==> src/rtl/fm0_pkg.sv <==
// Shared types and constants for the FM0 bit decoder: FSM states, CRC-16/CCITT
// constants and the bank-to-half-symbol-length mapping.
package fm0_pkg;

  typedef enum logic [1:0] {
    IDLE,
    FIRST,
    SECOND,
    DONE
  } fm0_state_e;

  localparam logic [15:0] CRC_POLY    = 16'h1021;
  localparam logic [15:0] CRC_PRESET  = 16'hFFFF;
  // Register value after data followed by its complemented CRC.
  localparam logic [15:0] CRC_RESIDUE = 16'h1D0F;

  function automatic int unsigned half_len(input int unsigned bank,
                                           input int unsigned half_base,
                                           input int unsigned half_step);
    return half_base + bank * half_step;
  endfunction

endpackage

==> src/rtl/fm0_half_integrator.sv <==
// Counts strobed samples of one FM0 half-symbol and majority-votes its level;
// done pulses combinationally with the sample that completes the half.
module fm0_half_integrator #(
  parameter int unsigned CW = 3
) (
  input  logic          clk,
  input  logic          rst,
  input  logic          clear,
  input  logic          smp_vld,
  input  logic          smp_dat,
  input  logic [CW-1:0] half_len,
  output logic          done,
  output logic          level
);

  logic [CW-1:0] cnt_q, cnt_d;
  logic [CW-1:0] ones_q, ones_d;
  logic [CW-1:0] cnt_inc, ones_inc;

  always_comb begin
    cnt_inc  = cnt_q + CW'(1);
    ones_inc = ones_q + CW'(smp_dat);
    done     = smp_vld && (cnt_inc == half_len);
    // 2*ones >= H, so an exact tie votes high.
    level    = ({ones_inc, 1'b0} >= {1'b0, half_len});
    cnt_d    = cnt_q;
    ones_d   = ones_q;
    if (clear) begin
      cnt_d  = '0;
      ones_d = '0;
    end else if (smp_vld) begin
      if (done) begin
        cnt_d  = '0;
        ones_d = '0;
      end else begin
        cnt_d  = cnt_inc;
        ones_d = ones_inc;
      end
    end
  end

  always_ff @(posedge clk) begin
    if (rst) begin
      cnt_q  <= '0;
      ones_q <= '0;
    end else begin
      cnt_q  <= cnt_d;
      ones_q <= ones_d;
    end
  end

endmodule

==> src/rtl/fm0_bit_decoder.sv <==
// FM0 bit decoder framed by preamble/postamble. in_vld qualifies in_dat for one
// cycle with no backpressure. Optional CRC-16 check under FM0_CRC16_CHECK_EN.
module fm0_bit_decoder
  import fm0_pkg::*;
#(
  parameter int unsigned BANKS     = 4,
  parameter int unsigned HALF_BASE = 4,
  parameter int unsigned HALF_STEP = 1,
  parameter int unsigned MAX_BITS  = 128
) (
  input  logic                         clk,
  input  logic                         rst,
  input  logic                         in_dat,
  input  logic                         in_vld,
  input  logic [$clog2(BANKS)-1:0]     frequency_bank,
  input  logic                         preamble_detected,
  input  logic                         postamble_detected,
  output logic                         bit_dat,
  output logic                         bit_vld,
  output logic [$clog2(MAX_BITS+1)-1:0] bit_count,
  output logic                         frame_end,
  output logic                         frame_err,
  output logic                         crc_ok
);

  localparam int unsigned H_MAX = HALF_BASE + (BANKS - 1) * HALF_STEP;
  localparam int unsigned HW    = $clog2(H_MAX + 1);
  localparam int unsigned CW    = $clog2(MAX_BITS + 1);
  localparam logic [CW-1:0] BITS_CAP = CW'(MAX_BITS);

  fm0_state_e    state_q, state_d;
  logic [HW-1:0] half_len_q, half_len_d;
  logic [CW-1:0] bit_count_q, bit_count_d, bit_count_inc;
  logic          err_q, err_d;
  logic          first_lvl_q, first_lvl_d;
  logic          prev_lvl_q, prev_lvl_d;
  logic          have_prev_q, have_prev_d;
  logic          bit_dat_q, bit_dat_d;
  logic          bit_vld_q, bit_vld_d;

  logic start, in_frame, smp_vld, half_done, half_level;

  assign start    = (state_q == IDLE) && preamble_detected;
  assign in_frame = (state_q == FIRST) || (state_q == SECOND);
  // Samples coincident with a frame marker never reach the integrator.
  assign smp_vld  = in_frame && in_vld && !preamble_detected && !postamble_detected;

  fm0_half_integrator #(.CW(HW)) u_half (
    .clk      (clk),
    .rst      (rst),
    .clear    (start),
    .smp_vld  (smp_vld),
    .smp_dat  (in_dat),
    .half_len (half_len_q),
    .done     (half_done),
    .level    (half_level)
  );

  always_comb begin
    state_d       = state_q;
    half_len_d    = half_len_q;
    bit_count_d   = bit_count_q;
    bit_count_inc = bit_count_q + CW'(1);
    err_d         = err_q;
    first_lvl_d   = first_lvl_q;
    prev_lvl_d    = prev_lvl_q;
    have_prev_d   = have_prev_q;
    bit_dat_d     = bit_dat_q;
    bit_vld_d     = 1'b0;
    unique case (state_q)
      IDLE: begin
        if (preamble_detected) begin
          half_len_d  = HW'(half_len(32'(frequency_bank), HALF_BASE, HALF_STEP));
          bit_count_d = '0;
          err_d       = 1'b0;
          have_prev_d = 1'b0;
          state_d     = FIRST;
        end
      end
      FIRST, SECOND: begin
        if (preamble_detected) begin
          err_d   = 1'b1;
          state_d = DONE;
        end else if (postamble_detected) begin
          state_d = DONE;
        end else if (half_done) begin
          if (state_q == FIRST) begin
            first_lvl_d = half_level;
            // FM0 requires an inversion at every symbol boundary.
            if (have_prev_q && (half_level == prev_lvl_q)) err_d = 1'b1;
            state_d = SECOND;
          end else begin
            bit_dat_d   = (first_lvl_q == half_level);
            bit_vld_d   = 1'b1;
            prev_lvl_d  = half_level;
            have_prev_d = 1'b1;
            bit_count_d = bit_count_inc;
            if (bit_count_inc == BITS_CAP) begin
              err_d   = 1'b1;
              state_d = DONE;
            end else begin
              state_d = FIRST;
            end
          end
        end
      end
      DONE:    state_d = IDLE;
      default: state_d = IDLE;
    endcase
  end

  always_ff @(posedge clk) begin
    if (rst) begin
      state_q     <= IDLE;
      half_len_q  <= HW'(HALF_BASE);
      bit_count_q <= '0;
      err_q       <= 1'b0;
      first_lvl_q <= 1'b0;
      prev_lvl_q  <= 1'b0;
      have_prev_q <= 1'b0;
      bit_dat_q   <= 1'b0;
      bit_vld_q   <= 1'b0;
    end else begin
      state_q     <= state_d;
      half_len_q  <= half_len_d;
      bit_count_q <= bit_count_d;
      err_q       <= err_d;
      first_lvl_q <= first_lvl_d;
      prev_lvl_q  <= prev_lvl_d;
      have_prev_q <= have_prev_d;
      bit_dat_q   <= bit_dat_d;
      bit_vld_q   <= bit_vld_d;
    end
  end

  assign bit_dat   = bit_dat_q;
  assign bit_vld   = bit_vld_q;
  assign bit_count = bit_count_q;
  assign frame_end = (state_q == DONE);
  assign frame_err = frame_end && err_q;

`ifdef FM0_CRC16_CHECK_EN
  logic [15:0] crc_q, crc_d;

  always_comb begin
    crc_d = crc_q;
    if (start) begin
      crc_d = CRC_PRESET;
    end else if (bit_vld_d) begin
      crc_d = {crc_q[14:0], 1'b0} ^ ((crc_q[15] ^ bit_dat_d) ? CRC_POLY : 16'h0000);
    end
  end

  always_ff @(posedge clk) begin
    if (rst) crc_q <= CRC_PRESET;
    else     crc_q <= crc_d;
  end

  assign crc_ok = frame_end && !err_q && (crc_q == CRC_RESIDUE);
`else
  assign crc_ok = 1'b0;
`endif

endmodule

==> config.mk <==
export PLATFORM = sky130hd
export DESIGN_NAME = fm0_bit_decoder
export DESIGN_NICKNAME = d
export VERILOG_FILES = /design/src/rtl/fm0_pkg.sv /design/src/rtl/fm0_half_integrator.sv /design/src/rtl/fm0_bit_decoder.sv
export SDC_FILE = /design/constraint.sdc
export NUM_CORES = 1
export LEC_CHECK = 0
export CORE_AREA = 2 2 67 69
export DETAILED_ROUTE_END_ITERATION = 10
export DIE_AREA = 0 0 69 71
export PLACE_DENSITY = 0.62
export SYNTH_ARGS = -nofsm -noshare
export SYNTH_HDL_FRONTEND = slang
export SYNTH_HIERARCHICAL = 1
export SYNTH_SLANG_ARGS = --single-unit
==> constraint.sdc <==
create_clock -name clk -period 4.92 [get_ports clk]
set_input_delay 0.492 -clock clk [delete_from_list [all_inputs] [get_ports clk]]
set_output_delay 0.492 -clock clk [all_outputs]
set_load 0.05 [all_outputs]
==> impl_metrics.csv <==
group,metric,value,unit
run_status,status,"completed",
critical_path,required,5.04,ns
cts,cts_buffers,3,
pwr,ir_drop,0.0001257,V
synth,async_flop_share,0,%
floorplanning,start_util,33.39,%
grt,grt_pass1_wl,5257,microns
floorplanning,io_pins,21,
cts,postCtsSetupBuffers,0,
critical_path,reg2reg_slack,1.33,ns
cts,cts_tree,"built",
floorplanning,die_w,69,microns
critical_path,startpoint,"state_q[0]",
cts,h-tree-depth,1,
final_layout,syn_to_final_growth,20.05,%
synth,postSynthAreaPerCell,8.210,sq um
grt,overflow,0,
sta,hold_ws,0.4773,ns
min_path,hp-class,"reg -> reg",
floorplanning,coreArea,4204,sq um
sta,setup_tns,0,ns
cts,cts_hold_buf,0,
synth,synth_edf_count,0,
critical_path,ff2ff_path_depth,10,
critical_path,r2r-start,"state_q[0]",
synth,synth_top_area_share,34.22,%
sta,worst_slew_pin_slew,0.8537,ns
sta,grt_setup_unrepaired,"false",
final_layout,drive_gt1_share,3.723,%
drt,drc,0,
drt,post_drt_wl_per_cell,12.04,microns
cts,cts.clk_slew.worst_paths,0.09,ns
floorplanning,die_h,71,microns
critical_path,crit_type,"reg -> reg",
min_path,hold_end,"u_half/cnt_q[1]",
sta,slew_headroom,42.65,%
synth,synthCells,171,
synth,syn_area,1404,sq um
grt,grt_max_degree,21,
sta,period_share,72.96,%
floorplanning,die-area,4899,sq um
synth,synth_area_leaders,"dfxtp_1, ha_1, nor2_1",
synth,synth_common_cells,"dfxtp_1, nor2_1, a21oi_1, nand2_1",
min_path,hold_start,"u_half/cnt_q[1]",
cts,clockBufferDepth,2,
placed_design,pre_cts_ws,1.183,ns
placed_design,place_congestion,0.7954,
synth,synth_warnings,6,
critical_path,cp.arrival,3.71,ns
grt,grt_pass1_vias,1139,
sta,slew_viol_final,0,
sta,setup_violations,0,
sta,finalHoldViolCount,0,
sta,max_freq,0.2786,GHz
cts,cts-resized-gates,0,
grt,antenna_found_initial,0,
floorplanning,rows,24,
drt,dr.pass1.iters,4,
sta,clock_skew,0.005517,ns
final_layout,fin_nets,207,
drt,num_vias,1217,
critical_path,start_kind,"register",
run,max_cap_viol_count,0,
pwr,powerDensity,232.7,nW/um^2
synth,ys_ff_latch,24,
synth,synth_cell_types,39,
synth,synth_area_leader_cell,"dfxtp_1",
cts,worstSkewPairLatency,0.27,ns
drt,antenna_left,0,
placed_design,numPortBuffers,19,
synth,synth_seq_area_share,34.22,%
min_path,whs_path_depth,2,
critical_path,r2r-end,"bit_count[7]",
cts,root_buffer,"clkbuf_8",
critical_path,end_kind,"register",
placed_design,dpl.hpwl,2134,microns
final_layout,antennaDiodeCount,0,
synth,yosys_most_used_dff,"dfxtp_1",
critical_path,path_max_fanout,15,
drt,routed_wl,2890,microns
grt,grtUsageTotal,12.92,%
cts,clkSinkCount,24,
sta,period_needed,3.590,ns
pwr,p_leak,0.0006148,uW
sta,layout_setup_ws,1.330,ns
drt,drtIter0Drc,78,
drt,vias_per_cell,5.071,
synth,synth_most_common_cell,"dfxtp_1",
[logic make-up (layout without fill, tap and decap cells)]
family,after synthesis,in the layout,synth area share [%]
multiplexers,3,3,2.139
AO/OA/AOI/OAI,40,40,17.91
AND/OR/NAND/NOR,72,72,27.18
other,2,4,0.5350
XOR/XNOR,6,6,4.902
buffers and inverters,14,29,4.189
adder cells (fa/ha/maj),10,10,8.913
flip-flops,24,24,34.22
[power breakdown]
part	internal [uW]	total [uW]	switching [uW]	leakage [uW]
Sequential	198	202	3.53	0.000194
Clock	71.4	134	63.0	0.0000288
Combinational	21.9	56.3	34.4	0.000392
[critical path: stages (launching register included)]
cell	delay (ns)
dfxtp_1	0.39
inv_1	0.08
ha_1	0.39
nor3b_1	0.39
and2_1	0.44
and2_1	0.25
nand4bb_1	0.16
nor3_1	0.68
nor2_1	0.33
o21ai_0	0.25
a21oi_1	0.08
[per-stage QoR]
step	area [sq um]	instances	power, uW	util [%]
final	1685	240	392.2	40.09
after global routing	1685	240	412.7	40.09
after CTS	1685	240	396.8	40.09
after detailed placement	1630	236	261.9	38.78
after global placement	1630	236	262.3	38.78
after floorplan	1411	173	247.1	-
[metal layers]
metal | track usage [%] | wire length [microns]
met1 | 18.25 | 1514
met2 | 19.44 | 1210
met3 | 2.707 | 108
met4 | 4.793 | 57
met5 | 0 | 0
[cell type report]
cell class | count | area [sq um]
multi-input cells | 135 | 872.1
inverters | 6 | 22.52
well taps | 52 | 65.06
fillers | 436 | 2519
flip-flops and latches | 24 | 480.5
repair buffers | 19 | 190.2
clock buffers | 4 | 55.05
[sequential cells by signal, indices dropped and copies added, names as in the netlist]
name           cells
bit_count          8
u_half/cnt_q       3
u_half/ones_q      3
half_len_q         2
state_q            2
bit_dat            1
bit_vld            1
err_q              1
first_lvl_q        1
have_prev_q        1
prev_lvl_q         1
[how the worst max path moves through the flow]
stage,end,slack (ns),cells past startpoint
floorplan,bit_count[6],1.87,11
global placement,bit_count[5],1.27,9
detailed placement,bit_count[7],1.18,9
CTS,bit_count[7],1.40,10
global route,bit_count[7],0.81,10
finish,bit_count[7],1.33,10
[placed cells by master (no fill, tap or decap), drive strengths merged, types with 2 or more instances in the layout]
cell type,n
o21a,2
mux2i,3
nor3,6
dfxtp,24
or3,3
a2111oi,2
xor2,2
nor3b,2
ha,10
nor4,3
clkbuf,4
clkdlybuf4s50,19
inv,6
nand3b,5
o21ai,10
xnor2,3
a31oi,2
o211ai,2
a21oi,13
conb,4
nor2,18
and3,2
nand2,13
nor2b,2
nand3,10
and2,5
a211oi,4
Power figures use the tool's default switching activity.
